**config.mk**
```make
export PLATFORM = sky130hd
export DESIGN_NAME = uart_cmd_decoder_flat
export DESIGN_NICKNAME = d
export VERILOG_FILES = /design/src/rtl/smart_car_pkg.sv /design/src/rtl/uart_cmd_decoder_if.sv /design/src/rtl/dec2_to_bin.sv /design/src/rtl/uart_cmd_decoder.sv /design/src/flat_wrapper.sv
export SDC_FILE = /design/constraint.sdc
export NUM_CORES = 1
export LEC_CHECK = 0
export BUFFER_PORTS_ARGS = -buffer_cell sky130_fd_sc_hd__clkbuf_2
export CAP_MARGIN = 20
export CELL_PAD_IN_SITES_DETAIL_PLACEMENT = 1
export CELL_PAD_IN_SITES_GLOBAL_PLACEMENT = 1
export CORE_ASPECT_RATIO = 0.5
export CORE_MARGIN = 2
export CORE_UTILIZATION = 50
export DETAILED_ROUTE_END_ITERATION = 10
export PLACE_DENSITY_LB_ADDON = 0.2
export SLEW_MARGIN = 20
export SYNTH_ARGS = -nofsm -noshare
export SYNTH_HDL_FRONTEND = slang
export SYNTH_SLANG_ARGS = --single-unit
```
**constraint.sdc**
```tcl
create_clock -name clk0 -period 14.2 [get_ports clk0]
set_input_delay 1.42 -clock clk0 [delete_from_list [all_inputs] [get_ports clk0]]
set_output_delay 1.42 -clock clk0 [all_outputs]
set_load 0.01 [all_outputs]
```
**src/rtl/smart_car_pkg.sv**
```systemverilog
// Shared constants, FSM encoding and byte-class helpers for the UART joystick command decoder.
package smart_car_pkg;

  localparam int unsigned CNT_W = 20;

  localparam logic [7:0] AsciiC     = 8'h43;
  localparam logic [7:0] AsciiW     = 8'h57;
  localparam logic [7:0] AsciiS     = 8'h53;
  localparam logic [7:0] AsciiPlus  = 8'h2B;
  localparam logic [7:0] AsciiMinus = 8'h2D;
  localparam logic [7:0] AsciiSemi  = 8'h3B;
  localparam logic [7:0] Ascii0     = 8'h30;
  localparam logic [7:0] Ascii9     = 8'h39;

  typedef enum logic [2:0] {
    StIdle,
    StType,
    StField,
    StTerm,
    StDiscard
  } dec_state_e;

  function automatic logic is_digit(input logic [7:0] b);
    return (b >= Ascii0) && (b <= Ascii9);
  endfunction

  function automatic logic is_sign(input logic [7:0] b);
    return (b == AsciiPlus) || (b == AsciiMinus);
  endfunction

endpackage

```
**src/rtl/uart_cmd_decoder_if.sv**
```systemverilog
// Byte-strobe input and wheel-command outputs of the command decoder.
// master = UART/divider side, slave = decoder side.
interface uart_cmd_decoder_if;
  import smart_car_pkg::*;

  logic             rxdone;
  logic [7:0]       rxdata;
  logic [CNT_W-1:0] lsd;
  logic [CNT_W-1:0] rsd;
  logic             ldir;
  logic             rdir;
  logic             cmd_valid;
  logic             cmd_err;

  modport master (
    output rxdone, rxdata,
    input  lsd, rsd, ldir, rdir, cmd_valid, cmd_err
  );

  modport slave (
    input  rxdone, rxdata,
    output lsd, rsd, ldir, rdir, cmd_valid, cmd_err
  );

endinterface

```
**src/rtl/dec2_to_bin.sv**
```systemverilog
// Two ASCII decimal digits to a 7-bit binary magnitude (0..99), purely combinational.
module dec2_to_bin
  import smart_car_pkg::*;
(
  input  logic [7:0] tens_i,
  input  logic [7:0] units_i,
  output logic [6:0] bin_o
);

  logic [6:0] tens;
  logic [6:0] units;

  assign tens  = 7'(tens_i - Ascii0);
  assign units = 7'(units_i - Ascii0);

  // 10*t as shift-add keeps this multiplier-free.
  assign bin_o = (tens << 3) + (tens << 1) + units;

endmodule

```
**src/rtl/uart_cmd_decoder.sv**
```systemverilog
// Assembles ASCII joystick frames ("CW+dd-dd;" / "CS;") into wheel half-period counts.
// Optional watchdog zeroing the speeds after TIMEOUT idle cycles: define UART_CMD_WDOG_EN.
module uart_cmd_decoder
  import smart_car_pkg::*;
#(
  parameter logic [CNT_W-1:0] MAX_CNT  = 20'd50000,
  parameter logic [CNT_W-1:0] STEP_CNT = 20'd450,
  parameter logic [31:0]      TIMEOUT  = 32'd25000000
) (
  input  logic                clk0,
  input  logic                rst,
  uart_cmd_decoder_if.slave   cmd_io
);

  dec_state_e state_q, state_d;
  logic [2:0] slot_q, slot_d;

  logic       rx_semi;
  logic       field_ok;
  logic       commit;
  logic       err;

  logic       stop_q;
  logic       sign_l_q, sign_r_q;
  logic [7:0] dl1_q, dl0_q, dr1_q, dr0_q;

  logic [6:0]       mag_l, mag_r;
  logic [CNT_W-1:0] lsd_q, rsd_q;
  logic             ldir_q, rdir_q;
  logic             cmd_valid_q, cmd_err_q;
  logic             expire;

  assign rx_semi  = (cmd_io.rxdata == AsciiSemi);
  assign field_ok = ((slot_q == 3'd0) || (slot_q == 3'd3)) ? is_sign(cmd_io.rxdata)
                                                           : is_digit(cmd_io.rxdata);

  always_ff @(posedge clk0) begin
    if (rst) begin
      state_q <= StIdle;
      slot_q  <= 3'd0;
    end else begin
      state_q <= state_d;
      slot_q  <= slot_d;
    end
  end

  always_comb begin
    state_d = state_q;
    slot_d  = slot_q;
    if (cmd_io.rxdone) begin
      case (state_q)
        StIdle: begin
          if (cmd_io.rxdata == AsciiC) state_d = StType;
        end
        StType: begin
          if (cmd_io.rxdata == AsciiW) begin
            state_d = StField;
            slot_d  = 3'd0;
          end else if (cmd_io.rxdata == AsciiS) begin
            state_d = StTerm;
          end else begin
            state_d = StDiscard;
          end
        end
        StField: begin
          if (!field_ok) begin
            state_d = StDiscard;
          end else if (slot_q == 3'd5) begin
            state_d = StTerm;
          end else begin
            slot_d = slot_q + 3'd1;
          end
        end
        StTerm:    state_d = rx_semi ? StIdle : StDiscard;
        StDiscard: if (rx_semi) state_d = StIdle;
        default:   state_d = StIdle;
      endcase
    end
  end

  always_comb begin
    commit = 1'b0;
    err    = 1'b0;
    if (cmd_io.rxdone) begin
      case (state_q)
        StType:  err = (cmd_io.rxdata != AsciiW) && (cmd_io.rxdata != AsciiS);
        StField: err = !field_ok;
        StTerm: begin
          commit = rx_semi;
          err    = !rx_semi;
        end
        default: ;
      endcase
    end
  end

  always_ff @(posedge clk0) begin
    if (rst) begin
      stop_q   <= 1'b0;
      sign_l_q <= 1'b0;
      sign_r_q <= 1'b0;
      dl1_q    <= Ascii0;
      dl0_q    <= Ascii0;
      dr1_q    <= Ascii0;
      dr0_q    <= Ascii0;
    end else if (cmd_io.rxdone) begin
      if (state_q == StType) stop_q <= (cmd_io.rxdata == AsciiS);
      if (state_q == StField) begin
        case (slot_q)
          3'd0:    sign_l_q <= (cmd_io.rxdata == AsciiPlus);
          3'd1:    dl1_q    <= cmd_io.rxdata;
          3'd2:    dl0_q    <= cmd_io.rxdata;
          3'd3:    sign_r_q <= (cmd_io.rxdata == AsciiPlus);
          3'd4:    dr1_q    <= cmd_io.rxdata;
          3'd5:    dr0_q    <= cmd_io.rxdata;
          default: ;
        endcase
      end
    end
  end

  dec2_to_bin u_dec_l (
    .tens_i  (dl1_q),
    .units_i (dl0_q),
    .bin_o   (mag_l)
  );

  dec2_to_bin u_dec_r (
    .tens_i  (dr1_q),
    .units_i (dr0_q),
    .bin_o   (mag_r)
  );

  // Full 27-bit product, result truncated back to the counter width.
  function automatic logic [CNT_W-1:0] mag_to_cnt(input logic [6:0] mag);
    logic [26:0] prod;
    prod = 27'(mag) * 27'(STEP_CNT);
    return (mag == 7'd0) ? '0 : CNT_W'(27'(MAX_CNT) - prod);
  endfunction

`ifdef UART_CMD_WDOG_EN
  logic [31:0] wdog_q, wdog_d;

  always_comb begin
    if (commit) begin
      wdog_d = '0;
    end else if (wdog_q == TIMEOUT) begin
      wdog_d = wdog_q;
    end else begin
      wdog_d = wdog_q + 32'd1;
    end
    expire = !commit && (wdog_q != TIMEOUT) && (wdog_d == TIMEOUT);
  end

  always_ff @(posedge clk0) begin
    if (rst) wdog_q <= '0;
    else     wdog_q <= wdog_d;
  end
`else
  logic unused_timeout;
  assign unused_timeout = ^TIMEOUT;
  assign expire         = 1'b0;
`endif

  always_ff @(posedge clk0) begin
    if (rst) begin
      lsd_q       <= '0;
      rsd_q       <= '0;
      ldir_q      <= 1'b0;
      rdir_q      <= 1'b0;
      cmd_valid_q <= 1'b0;
      cmd_err_q   <= 1'b0;
    end else begin
      cmd_valid_q <= commit;
      cmd_err_q   <= err;
      if (commit) begin
        if (stop_q) begin
          lsd_q <= '0;
          rsd_q <= '0;
        end else begin
          lsd_q  <= mag_to_cnt(mag_l);
          rsd_q  <= mag_to_cnt(mag_r);
          ldir_q <= sign_l_q;
          rdir_q <= sign_r_q;
        end
      end else if (expire) begin
        lsd_q <= '0;
        rsd_q <= '0;
      end
    end
  end

  assign cmd_io.lsd       = lsd_q;
  assign cmd_io.rsd       = rsd_q;
  assign cmd_io.ldir      = ldir_q;
  assign cmd_io.rdir      = rdir_q;
  assign cmd_io.cmd_valid = cmd_valid_q;
  assign cmd_io.cmd_err   = cmd_err_q;

endmodule

```
**src/flat_wrapper.sv**
```systemverilog
// flat-port wrapper written by rule: the top's interface ports become plain ports
module uart_cmd_decoder_flat import smart_car_pkg::*;
#(
  parameter logic [CNT_W-1:0] MAX_CNT  = 20'd50000,
  parameter logic [CNT_W-1:0] STEP_CNT = 20'd450,
  parameter logic [31:0]      TIMEOUT  = 32'd25000000
)
  (clk0, rst, cmd_io_rxdone, cmd_io_rxdata, cmd_io_lsd, cmd_io_rsd, cmd_io_ldir, cmd_io_rdir, cmd_io_cmd_valid, cmd_io_cmd_err);
  uart_cmd_decoder_if cmd_io_i ();
  input  logic clk0;
  input  logic rst;
  input wire logic [$bits(cmd_io_i.rxdone)-1:0] cmd_io_rxdone;
  input wire logic [$bits(cmd_io_i.rxdata)-1:0] cmd_io_rxdata;
  output wire logic [$bits(cmd_io_i.lsd)-1:0] cmd_io_lsd;
  output wire logic [$bits(cmd_io_i.rsd)-1:0] cmd_io_rsd;
  output wire logic [$bits(cmd_io_i.ldir)-1:0] cmd_io_ldir;
  output wire logic [$bits(cmd_io_i.rdir)-1:0] cmd_io_rdir;
  output wire logic [$bits(cmd_io_i.cmd_valid)-1:0] cmd_io_cmd_valid;
  output wire logic [$bits(cmd_io_i.cmd_err)-1:0] cmd_io_cmd_err;
  assign cmd_io_i.rxdone = cmd_io_rxdone;
  assign cmd_io_i.rxdata = cmd_io_rxdata;
  assign cmd_io_lsd = cmd_io_i.lsd;
  assign cmd_io_rsd = cmd_io_i.rsd;
  assign cmd_io_ldir = cmd_io_i.ldir;
  assign cmd_io_rdir = cmd_io_i.rdir;
  assign cmd_io_cmd_valid = cmd_io_i.cmd_valid;
  assign cmd_io_cmd_err = cmd_io_i.cmd_err;
  uart_cmd_decoder #(.MAX_CNT(MAX_CNT), .STEP_CNT(STEP_CNT), .TIMEOUT(TIMEOUT)) u_core (.clk0(clk0), .rst(rst), .cmd_io(cmd_io_i));
endmodule
```
After elaboration in Yosys (flattened, before gate mapping)
Index checks and enable logic that the tools add are counted.

Register bits: 79. Input bits: 11. Output and inout bits: 44.

Add/subtract/negate cells: 11. $mul: 2. Magnitude comparators: 2. Eq/ne operators: 23. Muxes and demuxes: 20. Bitwise operators: 2. Reduce and logical (&&, ||, !) cells: 22.

Operator list (count): $mux 20 (4); $sub 16x16->17 const A (2); $mul 7x8->15 const B (2); $mux 3 (10); $add 7x7->7 (4); $eq 8x6->1 const B (3); $eq 8x7->1 const B (3); $reduce_and 3->1 (6); $ne 8x7->1 const B (2); $pmux 3 s5 (1); $logic_not 7->1 (2); $sub 7x6->7 const B (2); $eq 3x2->1 const B (4); $sub 6x6->6 const B (2); $eq 3x3->1 const B (3); $ge 8x6->1 const B (1); $le 8x6->1 const B (1); $ne 2x1->1 const B (4); $eq 3x1->1 const B (2); $logic_not 3->1 (2); $pmux 3 s2 (1); $reduce_and 5->1 (1); $reduce_and 2->1 (2); $reduce_and 4->1 (1); other kinds (11) (17).

Longest topological paths before layout
Depth after elaboration: 7. Depth in mapped cells: 22. Mapped depth without buffers: 22.

Cells and area by module
Synthesis repeated with hierarchy kept, for this count alone.

Cell total of the unflattened synthesis: 672. Area, all modules: 5994.5 um^2.

By module, submodules not included: uart_cmd_decoder (times used 1, cells an instance 600, area an instance 5331.4 um^2, sequential area each 1541.5 um^2); dec2_to_bin (times used 2, cells an instance 36, area an instance 331.6 um^2, sequential area each 0.0 um^2).

Worst setup path after synthesis
No wires, ideal clock.

Path kind: reg-to-reg. Start: register u_core.dr0_q[3]. End: register u_core.rsd_q[15] (netlist: u_core.cmd_io.rsd[15]). Library setup time: 0.062 ns. Arrival time: 5.644 ns. Required time: 14.138 ns. Slack: 8.494 ns. Cell stages (with the launch flop): 23. Clock period less this slack: 5.706 ns. Path through: dfxtp_1 inv_1 fa_1 inv_1 fa_1 ha_1 a21o_1 a21oi_1 xnor2_1 xnor2_1 inv_1 fa_1 ha_1 ha_1 ha_1 ha_1 and3_1 a221oi_1 o21bai_1 a21oi_1 xnor2_1 or4b_1 nand3_1.

Cells in the longest elaborated chain, start to end: 6. Elaborated cells between the ends (all ways): 7.

RTL lines: from (decl) (RTL line uart_cmd_decoder.sv:25) `logic [7:0] dl1_q, dl0_q, dr1_q, dr0_q;`; from (signal assigned) (RTL line uart_cmd_decoder.sv:105) `dr0_q <= Ascii0;`; from (signal assigned) (RTL line uart_cmd_decoder.sv:115) `3'd5: dr0_q <= cmd_io.rxdata;`; $sub 7x6->7 * (RTL line dec2_to_bin.sv:14) `assign units = 7'(units_i - Ascii0);`; $add 7x7->7 * (RTL line dec2_to_bin.sv:17) `assign bin_o = (tens << 3) + (tens << 1) + units;`; $mul 7x8->15 (RTL line uart_cmd_decoder.sv:137) `prod = 27'(mag) * 27'(STEP_CNT);`; $sub 16x16->17 (RTL line uart_cmd_decoder.sv:138) `return (mag == 7'd0) ? '0 : CNT_W'(27'(MAX_CNT) - prod);`; $mux 20 * (RTL line uart_cmd_decoder.sv:138); $mux 20 * (RTL line uart_cmd_decoder.sv:177) `if (stop_q) begin`; to (signal assigned) (RTL line uart_cmd_decoder.sv:182) `rsd_q <= mag_to_cnt(mag_r);`; to (decl) (RTL line uart_cmd_decoder.sv:28) `logic [CNT_W-1:0] lsd_q, rsd_q;`.

Every way passes the cells marked *; elsewhere a longest branch is shown, timed or not. A chain may end at the register's enable or synchronous reset.

Worst setup path in the final report
Same ends and word-level chain as after synthesis.

==> results.sh <==
export IMPL_most_used_cell_along_the_critical_path="sky130_fd_sc_hd__ha_1"
export IMPL_coreArea_um2=11000
export IMPL_wire_length_of_the_first_global_routing_pass_um=23600
export IMPL_grt_setup_unrepaired="no"
export IMPL_globalRoute_totalOverflow=0
export IMPL_r2r_slack_ns=7.85
export IMPL_slew_limit_headroom=0.402
export IMPL_synth_seq_cells=71
export IMPL_netlist_top_cells_area="sky130_fd_sc_hd__dfxtp_1 (25%), sky130_fd_sc_hd__ha_1 (22%), sky130_fd_sc_hd__fa_1 (6.4%)"
export IMPL_place_congestion=0.814
export IMPL_ctsResizeCount=0
export IMPL_syn_instance_count=635
export IMPL_crit_path_cell_trace="inv_1, fa_1, inv_1, fa_1, ha_1, a21o_1, a21oi_1, xnor2_1, xnor2_1, inv_1, fa_1, ha_1, ha_1, ha_1, ha_1, and3_1, a221oi_1, o21bai_1, a21oi_1, xnor2_1, or4b_1, nand3_1"
export IMPL_power_per_cell_area_nw_per_um2=77.4
export IMPL_syn_avg_cell_area_um2=8.89
export IMPL_grt_pass1_vias=4805
export IMPL_floorplan_die_area_um2=12200
export IMPL_end_of_the_worst_register_to_register_path="u_core.cmd_io.rsd[15]"
export IMPL_timing_hold_worst_endpoint="u_core.dl0_q[3]"
export IMPL_syn_to_final_growth_pct=12.3
export IMPL_synth_enable_flop_cells=0
export IMPL_vdd_ir_drop_worst_mv=0.0614
export IMPL_avgViaCountPerCell=5.59
export IMPL_finalWirelength_um=13900
export IMPL_max_freq_ghz=0.158
export IMPL_floorplan_initialDensity=0.514
export IMPL_worst_endpoint_data_arrival_time_ns=6.62
export IMPL_syn_cell_area_um2=5640
export IMPL_grt_util_all_layers=0.242
export IMPL_area_sequential_um2=1420
export IMPL_numClockSinks=71
export IMPL_multiInputGateArea_um2=3870
export IMPL_detailroute_via_count=4598
export IMPL_startpoint_type_of_the_worst_setup_path="register"
export IMPL_cpMaxStageDelayCell="sky130_fd_sc_hd__xnor2_1"
export IMPL_drive_above_1_share=0.114
export IMPL_critical_path_fanout_max=7
export IMPL_ctsRootBufferMaster="sky130_fd_sc_hd__clkbuf_16"
export IMPL_synth_cells_most_frequent="sky130_fd_sc_hd__ha_1 (101), sky130_fd_sc_hd__dfxtp_1 (71), sky130_fd_sc_hd__nor2_1 (56), sky130_fd_sc_hd__inv_1 (55), sky130_fd_sc_hd__nand2_1 (45)"
export IMPL_final_setup_tns_ns=0
export IMPL_drt_first_pass_iters=4
export IMPL_cp_top_family="adder cells"
export IMPL_timing_critical_path_to_type="register"
export IMPL_cts_htree_levels=3
export IMPL_setup_violations_final=0
export IMPL_place_ws_ns=7.96
export IMPL_grt_start_max_net_pins=60
export IMPL_tritoncts_buffer_count=9
export IMPL_drtIter0Drc=189
export IMPL_cp_num_buf_inv=3
export IMPL_drc=0
export IMPL_hold_class="register to register"
export IMPL_rows=27
export IMPL_timing_worst_setup_path_type="register to register"
export IMPL_dp_hpwl_um=10600
export IMPL_worst_hold_startpoint="u_core.dl0_q[3]"
export IMPL_fin_crit_sh=0.447
export IMPL_yosysTopAreaCell="sky130_fd_sc_hd__dfxtp_1"
export IMPL_cts_tree="yes"
export IMPL_ys_dominant_reg_cell="sky130_fd_sc_hd__dfxtp_1"
export IMPL_cts_max_path_buffers=2
export IMPL_path_depth=22
export IMPL_warnings_from_yosys=0
export IMPL_max_cap_violations=0
export IMPL_power_static_leakage_nw=3.14
export IMPL_nNetsFinal=802
export IMPL_worst_r2r_startpoint="u_core.dr0_q[3]"
export IMPL_antenna_found_initial=0
export IMPL_synth_most_common_cell="sky130_fd_sc_hd__ha_1"
export IMPL_route_detailed_wl_per_inst_um=16.9
export IMPL_fin_skew_ns=0.00489
export IMPL_fillers=1282
export IMPL_run_status="finished, final reports clean"
export IMPL_max_slew_worst_pin_slew_ns=0.893
export IMPL_die_width_um=154
export IMPL_floorplan_io_pins=55
export IMPL_antenna_diode_count=0
export IMPL_postCtsSetupBuffers=0
export IMPL_r2r_cells=22
export IMPL_die_height_um=79.1
export IMPL_min_period_ns=6.35
export IMPL_portBuffers=52
export IMPL_timing_final_hold_violations=0
export IMPL_synth_async_sr_flop_share=0
export IMPL_post_synth_top_area_fraction=0.252
export IMPL_crit_required_ns=14.47
export IMPL_final_max_slew_violation_count=0
export IMPL_max_stage_delay_ns=0.56
export IMPL_whs_path_depth=2
export IMPL_hold_buffers=0
export IMPL_synthDistinctLibCells=55
export IMPL_clk_latency_ns=0.34
export IMPL_fin_ws_ns=7.85
export IMPL_clkSlewWorstSetupHoldPaths_ns=0.06
export IMPL_synth_sequential_area_ratio=0.252
export IMPL_antenna_violating_nets_post_route=0
==> where the power goes <==
part / leakage, nW / internal [mW] / switching [mW] / total, mW
sequential: 0.572 / 0.199 / 0.0000466 / 0.199
clock: 0.176 / 0.190 / 0.0905 / 0.280
combinational: 2.39 / 0.00236 / 0.00848 / 0.0108
total: 3.14 / 0.391 / 0.0990 / 0.490
==> logic make-up after synthesis <==
family / count (synthesis) / synth area share
AO/OA/AOI/OAI: 120 / 0.144
XOR/XNOR: 50 / 0.0800
adder cells (fa/ha/maj): 119 / 0.288
buffers and inverters: 85 / 0.0625
flip-flops: 71 / 0.252
multiplexers: 13 / 0.0231
other: 1 / 0.000665
AND/OR/NAND/NOR: 176 / 0.150
==> sequential cells by signal, summed over array words and instances, names as in the netlist <==
signal and cells:
u_core.slot_q 3, u_core.dr1_q 6, u_core.sign_r_q 1, u_core.cmd_io.cmd_err 1, u_core.sign_l_q 1, u_core.dr0_q 7, u_core.cmd_io.rsd 16, u_core.state_q 3
u_core.stop_q 1, u_core.dl0_q 7, u_core.cmd_io.ldir 1, u_core.cmd_io.lsd 16, u_core.cmd_io.rdir 1, u_core.cmd_io.cmd_valid 1, u_core.dl1_q 6
==> how the worst max path moves through the flow <==
| stage | from | endpoint | slack, ns |
|---|---|---|---|
| 6_report | u_core.dr0_q[3] | u_core.cmd_io.rsd[15] | 7.85 |
| 5_1_grt | u_core.dr0_q[3] | u_core.cmd_io.rsd[15] | 7.46 |
| 4_1_cts | u_core.dr0_q[3] | u_core.cmd_io.rsd[15] | 7.79 |
| 3_5_place_dp | u_core.dr0_q[3] | u_core.cmd_io.rsd[15] | 7.96 |
| 3_3_place_gp | u_core.dr1_q[2] | u_core.cmd_io.rsd[15] | 8.24 |
| 2_1_floorplan | u_core.dr0_q[3] | u_core.cmd_io.rsd[15] | 8.49 |
==> final cells by class <==
class                      instances  share of cell area
clock inverter                     7              0.0229
multi-input combinational        480               0.611
timing repair buffer              55              0.0446
tap                              145              0.0286
inverter                          55              0.0326
clock buffer                       9              0.0356
sequential                        71               0.224
==> metrics by stage <==
step	power, mW	std cells	hold WS, ns	area [um2]	util
after floorplan	0.210	636	0.432	5650	-
after global placement	0.214	806	0.440	5960	0.543
after detailed placement	0.214	806	0.449	5960	0.543
after CTS	0.493	822	0.458	6330	0.577
after global routing	0.502	822	0.478	6330	0.577
final	0.490	822	0.455	6330	0.577
==> routing by layer <==
| layer | wire length (um) | vias up | track usage |
|---|---|---|---|
| met4 | 127 | 0 | 0.0505 |
| met1 | 6730 | 2283 | 0.314 |
| met3 | 391 | 9 | 0.0448 |
| met2 | 6650 | 41 | 0.425 |
| li1 | - | 2265 | - |
| met5 | 0 | - | 0 |
==> worst reg2reg max path: stages, from the launching register on <==
cell                       delay [ns]
sky130_fd_sc_hd__dfxtp_1         0.34
sky130_fd_sc_hd__inv_1           0.07
sky130_fd_sc_hd__fa_1            0.45
sky130_fd_sc_hd__inv_1           0.10
sky130_fd_sc_hd__fa_1            0.45
sky130_fd_sc_hd__ha_1            0.32
sky130_fd_sc_hd__a21o_1          0.18
sky130_fd_sc_hd__a21oi_1         0.17
sky130_fd_sc_hd__xnor2_1         0.10
sky130_fd_sc_hd__xnor2_1         0.56
sky130_fd_sc_hd__inv_1           0.15
sky130_fd_sc_hd__fa_1            0.50
sky130_fd_sc_hd__ha_1            0.30
sky130_fd_sc_hd__ha_1            0.30
sky130_fd_sc_hd__ha_1            0.30
sky130_fd_sc_hd__ha_1            0.35
sky130_fd_sc_hd__and3_1          0.16
sky130_fd_sc_hd__a221oi_1        0.39
sky130_fd_sc_hd__o21bai_1        0.14
sky130_fd_sc_hd__a21oi_1         0.21
sky130_fd_sc_hd__xnor2_1         0.14
sky130_fd_sc_hd__or4b_1          0.52
sky130_fd_sc_hd__nand3_1         0.07
==> cell usage in the layout (no fill, tap or decap), types with 3 or more instances in the layout <==
cell type / netlist / layout
sky130_fd_sc_hd__o21bai_1: 3 / 3
sky130_fd_sc_hd__nor2b_1: 8 / 8
sky130_fd_sc_hd__bufinv_16: 0 / 4
sky130_fd_sc_hd__and2_1: 4 / 4
sky130_fd_sc_hd__fa_1: 18 / 18
sky130_fd_sc_hd__xnor2_1: 40 / 40
sky130_fd_sc_hd__nor3_1: 6 / 6
sky130_fd_sc_hd__o211ai_1: 6 / 6
sky130_fd_sc_hd__ha_1: 101 / 101
sky130_fd_sc_hd__nor3b_1: 3 / 3
sky130_fd_sc_hd__clkbuf_2: 0 / 52
sky130_fd_sc_hd__nand3_1: 28 / 28
sky130_fd_sc_hd__buf_4: 8 / 3
sky130_fd_sc_hd__or3_1: 3 / 3
sky130_fd_sc_hd__nand2_1: 45 / 45
sky130_fd_sc_hd__and3_1: 5 / 5
sky130_fd_sc_hd__o21ai_0: 12 / 12
sky130_fd_sc_hd__a22oi_1: 20 / 20
sky130_fd_sc_hd__o21ai_1: 5 / 5
sky130_fd_sc_hd__a31oi_1: 3 / 3
sky130_fd_sc_hd__inv_1: 55 / 55
sky130_fd_sc_hd__mux2i_1: 13 / 13
sky130_fd_sc_hd__nor2_1: 56 / 56
sky130_fd_sc_hd__nand4_1: 4 / 4
sky130_fd_sc_hd__a21o_1: 9 / 9
sky130_fd_sc_hd__o21a_1: 6 / 6
sky130_fd_sc_hd__a21oi_1: 33 / 33
sky130_fd_sc_hd__xor2_1: 9 / 9
sky130_fd_sc_hd__a32oi_1: 4 / 4
sky130_fd_sc_hd__dfxtp_1: 71 / 71
sky130_fd_sc_hd__clkbuf_16: 0 / 9
Power figures use the tool's default switching activity.
